`src/rtl/seg_scan_scheduler_if.sv`:
```
// Load handshake between a display-value producer and the scan scheduler.
// The producer holds Load_Valid and its data until Load_Ready is seen high.
interface seg_scan_scheduler_if;
  logic        Load_Valid;
  logic [31:0] Load_Value;
  logic [7:0]  Load_Mask;
  logic        Load_Ready;

  modport master (
    output Load_Valid,
    output Load_Value,
    output Load_Mask,
    input  Load_Ready
  );

  modport slave (
    input  Load_Valid,
    input  Load_Value,
    input  Load_Mask,
    output Load_Ready
  );
endinterface

```
`src/rtl/seg_scan_scheduler.sv`:
```
// Time-multiplexed scan sequencer for an 8-digit seven-segment controller.
// Steps a digit index at a fixed dwell rate and presents {blank, nibble, index}
// each cycle. New display values are staged in a shadow register and only
// committed at a frame boundary (or while idle), so no digit shows a torn value.
module seg_scan_scheduler #(
  parameter int unsigned CLK_DIV    = 100000,
  parameter int unsigned NUM_DIGITS = 8
) (
  input  logic                 Clk,
  input  logic                 Reset,
  input  logic                 Scan_En,
  seg_scan_scheduler_if.slave  load,
  output logic [31:0]          Seg_Display,
  output logic                 Frame_Done
);

  localparam int unsigned CntW = $clog2(CLK_DIV);
  localparam int unsigned IdxW = $clog2(NUM_DIGITS);

  typedef enum logic [0:0] {StIdle, StScan} state_e;

  state_e            state_q;
  logic [CntW-1:0]   div_cnt_q;
  logic [IdxW-1:0]   idx_q;
  logic [31:0]       active_value_q;
  logic [7:0]        active_mask_q;
  logic [31:0]       shadow_value_q;
  logic [7:0]        shadow_mask_q;
  logic              pending_q;

  logic              dwell_end;
  logic              last_digit;
  logic              accept;
  logic [31:0]       seg_digit;

  assign load.Load_Ready = ~pending_q;

  // Dwell/frame boundary decode, handshake transfer and the word for the current digit.
  always_comb begin
    dwell_end  = (div_cnt_q == CntW'(CLK_DIV - 1));
    last_digit = (idx_q == IdxW'(NUM_DIGITS - 1));
    accept     = load.Load_Valid & ~pending_q;
    seg_digit  = 32'h0;
    seg_digit[IdxW-1:0] = idx_q;
    seg_digit[6:3]      = active_value_q[{idx_q, 2'b00} +: 4];
    seg_digit[7]        = ~active_mask_q[idx_q];
  end

  // Scan FSM with registered display word, frame pulse and shadow/commit bookkeeping.
  always_ff @(posedge Clk or posedge Reset) begin
    if (Reset) begin
      state_q        <= StIdle;
      div_cnt_q      <= '0;
      idx_q          <= '0;
      active_value_q <= 32'h0;
      active_mask_q  <= 8'hFF;
      shadow_value_q <= 32'h0;
      shadow_mask_q  <= 8'h0;
      pending_q      <= 1'b0;
      Frame_Done     <= 1'b0;
      Seg_Display    <= 32'h0000_0080;
    end else begin
      Frame_Done <= 1'b0;

      // accept only fires with pending_q low, so it never collides with a commit
      if (accept) begin
        shadow_value_q <= load.Load_Value;
        shadow_mask_q  <= load.Load_Mask;
        pending_q      <= 1'b1;
      end

      unique case (state_q)
        StIdle: begin
          div_cnt_q   <= '0;
          idx_q       <= '0;
          Seg_Display <= 32'h0000_0080;
          // nothing is on display, so a staged value can go live immediately
          if (pending_q) begin
            active_value_q <= shadow_value_q;
            active_mask_q  <= shadow_mask_q;
            pending_q      <= 1'b0;
          end
          if (Scan_En) begin
            state_q <= StScan;
          end
        end

        StScan: begin
          Seg_Display <= seg_digit;
          if (!Scan_En) begin
            // abandon the frame: no pulse, no commit
            state_q   <= StIdle;
            div_cnt_q <= '0;
            idx_q     <= '0;
          end else if (dwell_end) begin
            div_cnt_q <= '0;
            idx_q     <= idx_q + 1'b1;
            if (last_digit) begin
              Frame_Done <= 1'b1;
              if (pending_q) begin
                active_value_q <= shadow_value_q;
                active_mask_q  <= shadow_mask_q;
                pending_q      <= 1'b0;
              end
            end
          end else begin
            div_cnt_q <= div_cnt_q + 1'b1;
          end
        end
      endcase
    end
  end

endmodule

```
`src/flat_wrapper.sv`:
```
// flat-port wrapper written by rule: the top's interface ports become plain ports
module seg_scan_scheduler_flat 
#(
  parameter int unsigned CLK_DIV    = 100000,
  parameter int unsigned NUM_DIGITS = 8
)
  (Clk, Reset, Scan_En, Seg_Display, Frame_Done, load_Load_Valid, load_Load_Value, load_Load_Mask, load_Load_Ready);
  seg_scan_scheduler_if load_i ();
  input  logic Clk;
  input  logic Reset;
  input  logic Scan_En;
  output logic [31:0] Seg_Display;
  output logic Frame_Done;
  input wire logic [$bits(load_i.Load_Valid)-1:0] load_Load_Valid;
  input wire logic [$bits(load_i.Load_Value)-1:0] load_Load_Value;
  input wire logic [$bits(load_i.Load_Mask)-1:0] load_Load_Mask;
  output wire logic [$bits(load_i.Load_Ready)-1:0] load_Load_Ready;
  assign load_i.Load_Valid = load_Load_Valid;
  assign load_i.Load_Value = load_Load_Value;
  assign load_i.Load_Mask = load_Load_Mask;
  assign load_Load_Ready = load_i.Load_Ready;
  seg_scan_scheduler #(.CLK_DIV(CLK_DIV), .NUM_DIGITS(NUM_DIGITS)) u_core (.Clk(Clk), .Reset(Reset), .Scan_En(Scan_En), .load(load_i), .Seg_Display(Seg_Display), .Frame_Done(Frame_Done));
endmodule
```
`config.mk`:
```
export PLATFORM = sky130hd
export DESIGN_NAME = seg_scan_scheduler_flat
export DESIGN_NICKNAME = d
export VERILOG_FILES = /design/src/rtl/seg_scan_scheduler_if.sv /design/src/rtl/seg_scan_scheduler.sv /design/src/flat_wrapper.sv
export SDC_FILE = /design/constraint.sdc
export NUM_CORES = 1
export LEC_CHECK = 0
export BUFFER_PORTS_ARGS = -buffer_cell sky130_fd_sc_hd__buf_2
export CORE_ASPECT_RATIO = 1.5
export CORE_UTILIZATION = 51
export DETAILED_ROUTE_END_ITERATION = 10
export GPL_TIMING_DRIVEN = 0
export PLACE_DENSITY_LB_ADDON = 0.2
export SYNTH_ARGS = -nofsm -noshare
export SYNTH_HDL_FRONTEND = slang
export SYNTH_SLANG_ARGS = --single-unit
```
`constraint.sdc`:
```
create_clock -name Clk -period 3.6 [get_ports Clk]
set_clock_uncertainty 0.15 [all_clocks]
set_input_delay 0.72 -clock Clk [delete_from_list [all_inputs] [get_ports Clk]]
set_output_delay 0.72 -clock Clk [all_outputs]
set_load 0.05 [all_outputs]
```
-- Word-level counts from Yosys, hierarchy flattened
Cells that the tools add are included.
- bits in registers: 135
- input port bits: 44
- output and inout bits: 34
- $add $sub $neg: 2
- order comparisons: 1
- eq/ne operators: 6
- shifts and indexed selects: 1
- multiplexer cells: 30
- bitwise gates (word level): 4
- reductions and logical operators: 1
- operator list (operator ; number):
    2-to-1 mux 32 bit ; 4
    one-hot mux 32 bit (2 select lines) ; 2
    2-to-1 mux 17 bit ; 2
    one-hot mux 17 bit (2 select lines) ; 1
    2-to-1 mux 8 bit ; 4
    indexed part select 32 x 6 -> 4 bit ; 1
    adder 17 x 1 -> 17 bit (second input constant) ; 1
    equality test 17 bit (second input constant) ; 1
    one-hot mux 8 bit (2 select lines) ; 1
    2-to-1 mux 1 bit ; 11
    2-to-1 mux 3 bit ; 2
    inequality test 2 bit (second input constant) ; 3
    one-hot mux 3 bit (2 select lines) ; 1
    < comparator 3 x 4 -> 1 bit (second input constant) ; 1
    adder 3 x 1 -> 3 bit (second input constant) ; 1
    binary-select mux 1 bit (select 3 bit) ; 1
    equality test 3 bit (second input constant) ; 1
    inequality test 3 bit (second input constant) ; 1
    NOT 1 bit ; 3
    AND reduction 3 bit ; 1
    one-hot mux 1 bit (2 select lines) ; 1
    bitwise AND 1 bit ; 1

-- Depth between registers and ports, before layout
Gate-level depths: netlist (run 1).
- depth in word-level cells: 8
- gate-level depth with buffers: 8

-- Worst setup path before layout (run 1)
OpenSTA, ideal clock, no wires.
- kind: register to register
- from: reg u_core.div_cnt_q[0]
- to: reg u_core.active_value_q[15]
- arrival time: 2.265 ns
- data required time: 3.325 ns
- setup slack: 1.061 ns
- stages on the path, launching flop included: 9
- clock period less this slack: 2.539 ns
- cell sequence: dfrtp_1 -> ha_1 -> clkbuf_1 -> nand3_1 -> or3_1 -> buf_2 -> o31ai_4 -> buf_6 -> mux2_2
- longest elaborated chain between the ends: 3
- ends and longest elaborated chain (element ; RTL line ; text):
    start: declaration ; seg_scan_scheduler.sv:23 ; logic [CntW-1:0] div_cnt_q;
    start signal: assignment ; seg_scan_scheduler.sv:107 ; div_cnt_q <= div_cnt_q + 1'b1;
    equality test 17 bit ; seg_scan_scheduler.sv:40 ; dwell_end = (div_cnt_q == CntW'(CLK_DIV - 1));
    inequality test 2 bit (no source line) ; - ;
    AND reduction 3 bit (no source line) ; - ;
    end signal: assignment ; seg_scan_scheduler.sv:79 ; active_value_q <= shadow_value_q;
    end signal: assignment ; seg_scan_scheduler.sv:101 ; active_value_q <= shadow_value_q;
    end: declaration ; seg_scan_scheduler.sv:25 ; logic [31:0] active_value_q;
Every way passes these cells.
A chain may end at the register's enable or synchronous reset.

-- Worst setup path after layout (run 1)
- from: reg u_core.div_cnt_q[0]
- to: reg u_core.active_value_q[28]
Same word-level chain as after synthesis.

==> results.py, run 1 <==
metrics = {
    "setup_path": {
        "reg2reg_to": "u_core.active_value_q[28]",
        "timing.critical_path.arrival_ns": 2.96,
        "path_class": "reg2reg",
        "rr_startpoint": "u_core.div_cnt_q[0]",
        "maximum_net_fanout_on_the_critical_path": 10,
        "timing.critical_path.cells": "ha_1 > clkbuf_1 > nand3_1 > or3_1 > buf_2 > o31ai_4 > buf_6 > mux2_2",
        "regToRegSetupSlack_ns": 0.71,
        "timing.critical_path.slowest_cell_delay_ns": 0.44,
        "startpoint_type": "flop",
        "cp_data_required_time_ns": 3.67,
        "critPathCaptureType": "flop",
        "worst_r2r_path_depth": 8,
        "slowest_stage": "o31ai_4",
    },
    "global_route": {
        "grt_pass1_wl_mm": 14.2,
        "antenna_found_initial": 0,
        "groute.usage.overall_pct": 19.6,
        "gr-total-overflow": 0,
        "vias_in_the_first_global_route": 2888,
        "grt_start_max_net_pins": 44,
    },
    "sta": {
        "min_period_over_period_pct": 80.3,
        "final-max-slew-violation-count": 0,
        "finalSetupTns_ns": 0,
        "tightest_slew_ns": 0.764,
        "grt_setup_unrepaired": "false",
        "hold_viol_final": 0,
        "layout_min_cycle_time_ns": 2.89,
        "finalSetupViolations": 0,
        "fmax_ghz": 0.346,
        "max_slew_margin_pct": 49.0,
    },
    "clock_tree": {
        "ctsRootBufferMaster": "clkbuf_16",
        "path_clk_slew_ns": 0.06,
        "clk_latency_worst_skew_pair_ns": 0.34,
        "cts_inserted_buffers": 9,
        "cts_setup_buffers": 0,
        "cts_resized": 0,
        "cts_buffer_depth": 2,
        "cts_tree": "built",
        "cts-hold-fix-buffers": 0,
        "clock_tree.htree_level_count": 3,
        "cts.sinks": 111,
    },
    "pwr": {
        "internal-power_mw": 2.52,
        "clockPowerShare_pct": 28.1,
        "power.share.switching_pct": 26.0,
        "power_mw": 3.40,
        "ir_worst_vdd_mv": 0.326,
        "total_switching_power_mw": 0.887,
        "leakage_power_nw": 2.48,
        "power.density_mw_per_mm2": 601,
        "comb_power_share_pct": 20.0,
        "share_seq_of_total_power_pct": 52.0,
    },
    "worst_hold_path": {
        "hold-path-endpoint": "u_core.active_value_q[0]",
        "hold_path_depth": 1,
        "hold_path_class": "reg2reg",
        "hp-start": "u_core.active_value_q[0]",
    },
    "cells_and_area": {
        "antenna_cells_inserted": 0,
        "syn_to_final_growth_pct": 17.2,
        "drive_gt1_share_pct": 43.3,
        "design.final.nets": 481,
    },
    "detailed_routing": {
        "dr.max_layer_used": "met4",
        "routed-wl-met2_mm": 4.50,
        "via_count": 2796,
        "drt-total-wl_mm": 8.59,
        "met1Wirelength_mm": 3.57,
        "wl_per_cell_um": 15.6,
        "detail_route.first_pass.iterations": 4,
        "post_detailed_route_via_to_cell_ratio": 5.07,
        "routed-wl-met3_um": 304,
        "first_iter_violations": 142,
        "drtAntennaViolNets": 0,
        "post-route-drc-count": 0,
    },
    "die": {
        "floorplan.die.width_um": 81.5,
        "die-height_um": 121,
        "floorplan.initialDensity_pct": 52.5,
        "dieArea_mm2": 0.00988,
        "io_pins": 78,
        "fp.coreArea_mm2": 0.00920,
        "num_rows": 43,
    },
    "yosys": {
        "syn-mean-instance-area_um2": 14.0,
        "sequential_element_share_of_the_synthesized_area_pct": 57.7,
        "post_syn_area_mm2": 0.00483,
        "synth_seq_cells": 111,
        "ys_warn_count": 0,
        "post_synth_num_cell_types": 32,
        "post_synth_inst_count": 345,
    },
    "placement": {
        "hpwlAfterDp_mm": 6.16,
        "gp_congestion": 0.855,
        "io_buffer_count": 53,
    },
    "run": {
        "drv_cap": 0,
    },
    "status": {
        "status": "complete, no violations",
    },
}
## critical path: cells and delay by family (launching register included)
| kind | cells | cell delay (ns) |
|---|---|---|
| simple gates | 2 | 0.55 |
| buf+inv | 3 | 0.68 |
| mux | 1 | 0.35 |
| compound gates | 1 | 0.44 |
| fa+ha+maj | 1 | 0.17 |
| flops | 1 | 0.42 |
## worst max-delay path by stage
| stage | cells past startpoint | slack [ns] | to | from |
|---|---|---|---|---|
| global route | 8 | 0.53 | u_core.active_value_q[28] | u_core.div_cnt_q[0] |
| global placement | 2 | 0.74 | u_core.shadow_value_q[8] | Reset |
| floorplan | 8 | 1.06 | u_core.active_value_q[15] | u_core.div_cnt_q[0] |
| CTS | 8 | 0.71 | u_core.active_value_q[28] | u_core.div_cnt_q[0] |
| finish | 8 | 0.71 | u_core.active_value_q[28] | u_core.div_cnt_q[0] |
| detailed placement | 8 | 0.73 | u_core.active_value_q[28] | u_core.div_cnt_q[0] |
## flip-flops by register name, indices dropped and copies added (netlist names), 3 cells and up
register	cells
u_core.div_cnt_q	17
u_core.Seg_Display	8
u_core.shadow_mask_q	8
u_core.idx_q	3
u_core.active_value_q	32
u_core.shadow_value_q	32
u_core.active_mask_q	8
## cell usage after synthesis
cell type,count,area [µm²]
mux2_1,13,146
dfstp_2,9,236
buf_6,4,45.0
nand2_1,5,18.8
o31ai_4,1,21.3
clkbuf_1,9,33.8
conb_1,1,3.75
nand3_1,11,55.1
mux2i_1,4,40.0
buf_4,24,180
nand4_1,6,37.5
a21oi_1,3,15.0
or4_1,1,7.51
mux2_2,68,766
nand2b_1,1,6.26
nor2b_1,6,37.5
nor3_1,3,15.0
xnor2_1,11,96.3
o21ai_0,3,15.0
nor4b_1,1,8.76
nor2_1,21,78.8
nor4_1,7,43.8
or3_1,2,12.5
ha_1,3,37.5
buf_2,2,10.0
and4_1,1,8.76
o21bai_1,1,7.51
inv_1,5,18.8
dfrtp_1,102,2550
xor2_1,4,35.0
mux4_2,10,225
and2_1,3,18.8
## power groups by stage
stage / combinational, mW / sequential, mW / clock, mW
global placement: 0.661 / 1.78 / 0
CTS: 0.693 / 1.77 / 0.978
finish: 0.680 / 1.77 / 0.956
detailed placement: 0.690 / 1.79 / 0
floorplan: 0.519 / 1.77 / 0
global route: 0.736 / 1.81 / 1.02
## cell families (layout without fill, tap and decap cells)
| group | after synthesis | in the layout | synth area share (%) |
|---|---|---|---|
| flip-flops | 111 | 111 | 57.7 |
| buffers and inverters | 44 | 115 | 5.95 |
| multiplexers | 95 | 95 | 24.4 |
| XOR/XNOR | 15 | 15 | 2.72 |
| AO/OA/AOI/OAI | 8 | 8 | 1.22 |
| AND/OR/NAND/NOR | 68 | 68 | 7.22 |
| other | 1 | 24 | 0.0776 |
| adder cells (fa/ha/maj) | 3 | 3 | 0.776 |
## cells in the final DEF, fill, tap and decap left out, types with 3 or more instances in the layout
cell	count
clkbuf_16	9
clkbuf_8	4
ha_1	3
mux4_2	10
mux2i_1	4
mux2_2	68
xnor2_1	11
nor3_1	3
nand3_1	11
a21oi_1	3
clkinv_2	3
mux2_1	13
o21ai_0	3
buf_4	24
xor2_1	4
nand2_1	5
buf_6	4
nor2b_1	6
conb_1	24
nand4_1	6
inv_1	4
dfstp_2	9
nor4_1	7
nor2_1	21
buf_2	55
dfrtp_1	102
clkbuf_1	9
and2_1	3
## metal layers
metal	GRT usage (%)	vias up
met4	8.82	0
met5	0	-
met1	24.0	1386
met3	3.61	13
met2	33.1	59
li1	-	1338
## metrics by stage
stage | utilization, % | instance area (µm²) | std cells | setup slack [ns] | hold WS, ns
finish | 61.6 | 5670 | 551 | 0.708 | 0.333
detailed placement | 58.4 | 5370 | 535 | 0.730 | 0.327
global route | 61.6 | 5670 | 551 | 0.532 | 0.370
CTS | 61.6 | 5670 | 551 | 0.710 | 0.343
floorplan | - | 4920 | 368 | 1.06 | 0.302
global placement | 57.9 | 5330 | 533 | 0.741 | 0.316
## final cells by class
type                            count  area (µm²)
Buffer                             39         269
Clock buffer                       13         280
Clock inverter                      3        15.0
Fill cell                         768        3530
Inverter                            5        22.5
Multi-Input combinational cell    213        1840
Sequential cell                   111        2790
Tap cell                          112         140
Timing Repair Buffer               55         305
Note: power is estimated with default switching activity, not from simulation.
==> run 2: changes to the inputs <==
==> constraint.sdc (replaced) <==
create_clock -name Clk -period 2.6 [get_ports Clk]
set_clock_uncertainty 0.15 [all_clocks]
set_input_delay 0.52 -clock Clk [delete_from_list [all_inputs] [get_ports Clk]]
set_output_delay 0.52 -clock Clk [all_outputs]
set_load 0.05 [all_outputs]
==> run 2 against run 1 <==
  * First-iteration DRC count down 19%
  * Critical path type unchanged
  * Fmax up 12%
  * Design area up 2.8%
  * Via count up 1.4%
  * Critical path depth down 1
  * Cell count up 0.91%
  * Largest cell class unchanged
  * Core utilization up 1.7 points
==> results.py, run 2 (same netlist as run 1, synthesis figures left out) <==
metrics = {
    "status": {
        "status": "complete, no violations",
    },
    "setup_path": {
        "slowest_stage": "or4_4",
        "cp_data_required_time_ns": 2.67,
        "timing.critical_path.slowest_cell_delay_ns": 0.52,
        "path_class": "reg2reg",
        "startpoint_type": "flop",
        "timing.critical_path.cells": "or4_4 > or3_4 > buf_6 > o31ai_4 > buf_6 > buf_12 > mux2_2",
        "timing.critical_path.arrival_ns": 2.65,
        "critPathCaptureType": "flop",
        "worst_path_most_repeated_cell": "buf_6",
        "worst_path_dominant_cell_family": "simple AND/OR/NAND/NOR gates",
        "maximum_net_fanout_on_the_critical_path": 10,
        "timing.critical_path.buf_inv": 3,
    },
    "pwr": {
        "share_seq_of_total_power_pct": 51.4,
        "power_mw": 4.79,
        "power.density_mw_per_mm2": 822,
        "comb_power_share_pct": 21.1,
        "total_switching_power_mw": 1.24,
        "internal-power_mw": 3.55,
        "clockPowerShare_pct": 27.6,
        "ir_worst_vdd_mv": 0.433,
        "leakage_power_nw": 2.57,
        "power.share.switching_pct": 26.0,
    },
    "detailed_routing": {
        "routed-wl-met2_mm": 4.62,
        "post_detailed_route_via_to_cell_ratio": 5.10,
        "met1Wirelength_mm": 3.52,
        "wl_per_cell_um": 15.6,
        "via_count": 2834,
        "drt-total-wl_mm": 8.65,
        "post-route-drc-count": 0,
        "first_iter_violations": 115,
        "dr.max_layer_used": "met4",
        "routed-wl-met3_um": 339,
        "drtAntennaViolNets": 0,
        "detail_route.first_pass.iterations": 4,
    },
    "global_route": {
        "antenna_found_initial": 0,
        "grt_pass1_wl_mm": 14.2,
        "groute.usage.overall_pct": 19.7,
        "vias_in_the_first_global_route": 2893,
        "grt_start_max_net_pins": 44,
        "gr-total-overflow": 0,
    },
    "sta": {
        "max_slew_margin_pct": 48.5,
        "grt_setup_unrepaired": "true",
        "finalSetupViolations": 0,
        "final-max-slew-violation-count": 0,
        "whs_ns": 0.160,
        "final_worst_setup_slack_ns": 0.0239,
        "layout_min_cycle_time_ns": 2.58,
        "min_period_over_period_pct": 99.1,
        "tightest_slew_ns": 0.771,
        "hold_viol_final": 0,
        "fmax_ghz": 0.388,
    },
    "worst_hold_path": {
        "hold_path_class": "in2async",
    },
    "cells_and_area": {
        "largest_registers": "u_core.active_value_q (32), u_core.shadow_value_q (32), u_core.div_cnt_q (17)",
        "design.final.nets": 486,
        "fillerInstances": 747,
        "final_cell_mix": "dfrtp_1, mux2_2, buf_2",
        "antenna_cells_inserted": 0,
        "syn_to_final_growth_pct": 20.4,
        "post-route-cell-area_mm2": 0.00582,
        "final_cell_count_no_fill": 556,
        "layout_commonest_cell": "dfrtp_1",
        "drive_gt1_share_pct": 45.3,
    },
    "clock_tree": {
        "clock_tree.htree_level_count": 3,
        "path_clk_slew_ns": 0.07,
        "cts_tree": "built",
        "clk_latency_worst_skew_pair_ns": 0.34,
        "cts_buffer_depth": 2,
        "cts-hold-fix-buffers": 0,
        "ctsRootBufferMaster": "clkbuf_16",
        "cts.sinks": 111,
        "cts_inserted_buffers": 9,
    },
    "placement": {
        "io_buffer_count": 53,
        "gp_congestion": 0.855,
        "dp_slack_ns": -0.270,
        "post_dp_cell_area_mm2": 0.00537,
        "post-place-cells": 535,
        "hpwlAfterDp_mm": 6.16,
    },
    "die": {
        "die-height_um": 121,
        "num_rows": 43,
        "dieArea_mm2": 0.00988,
        "floorplan.initialDensity_pct": 52.5,
        "fp.coreArea_mm2": 0.00920,
        "io_pins": 78,
        "floorplan.die.width_um": 81.5,
    },
    "run": {
        "drv_cap": 0,
    },
}
-- run 2: path summary, 6_finish.rpt --
| check | to | cells after the start | slack [ns] | from |
|---|---|---|---|---|
| max | u_core.active_value_q[28] | 7 | 0.02 | u_core.div_cnt_q[11] |
| min | u_core.shadow_value_q[16] | 2 | 0.16 | Reset |
| max reg2reg | u_core.active_value_q[28] | 7 | 0.02 | u_core.div_cnt_q[11] |
| min reg2reg | u_core.active_value_q[0] | 1 | 0.33 | u_core.active_value_q[0] |
| max in group asynchronous | u_core.active_mask_q[3] | 4 | 1.17 | Reset |
| min in group Clk | u_core.state_q | 1 | 0.20 | Scan_En |
-- run 2: final cells by class --
type | instances | area [µm²] | area share, %
buffer | 38 | 302 | 5.18
clock buffer | 13 | 280 | 4.81
clock inverter | 3 | 15.0 | 0.258
inverter | 5 | 22.5 | 0.387
multi-input combinational | 213 | 1900 | 32.7
sequential | 111 | 2790 | 47.9
tap | 112 | 140 | 2.41
timing repair buffer | 61 | 372 | 6.38
-- run 2: through the flow --
| step | setup TNS (ns) | util [%] |
|---|---|---|
| detailed placement | -10.84 | 58.4 |
| global route | -0.353 | 63.3 |
| CTS | 0 | 61.9 |
| floorplan | 0 | - |
| global placement | -15.03 | 57.9 |
| finish | 0 | 63.3 |
-- run 2: power by group through the flow --
stage | Clock [mW] | Sequential (mW) | Combinational, mW
after detailed placement | 0 | 2.48 | 0.956
after CTS | 1.35 | 2.46 | 0.967
final | 1.32 | 2.46 | 1.01
after global placement | 0 | 2.46 | 0.915
after global routing | 1.41 | 2.51 | 1.09
after floorplan | 0 | 2.45 | 0.719
-- run 2: repair_timing --
action                     in CTS  in global routing
pin swaps                       1                  0
gates cloned                    0                  1
resized for setup               4                 21
buffers inserted                3                  2
setup endpoints to repair      50                 40
-- run 2: per-layer routing --
metal	vias up	track usage, %
li1	1350	-
met1	1403	24.1
met2	70	33.4
met3	11	3.61
met4	0	8.04
met5	-	0
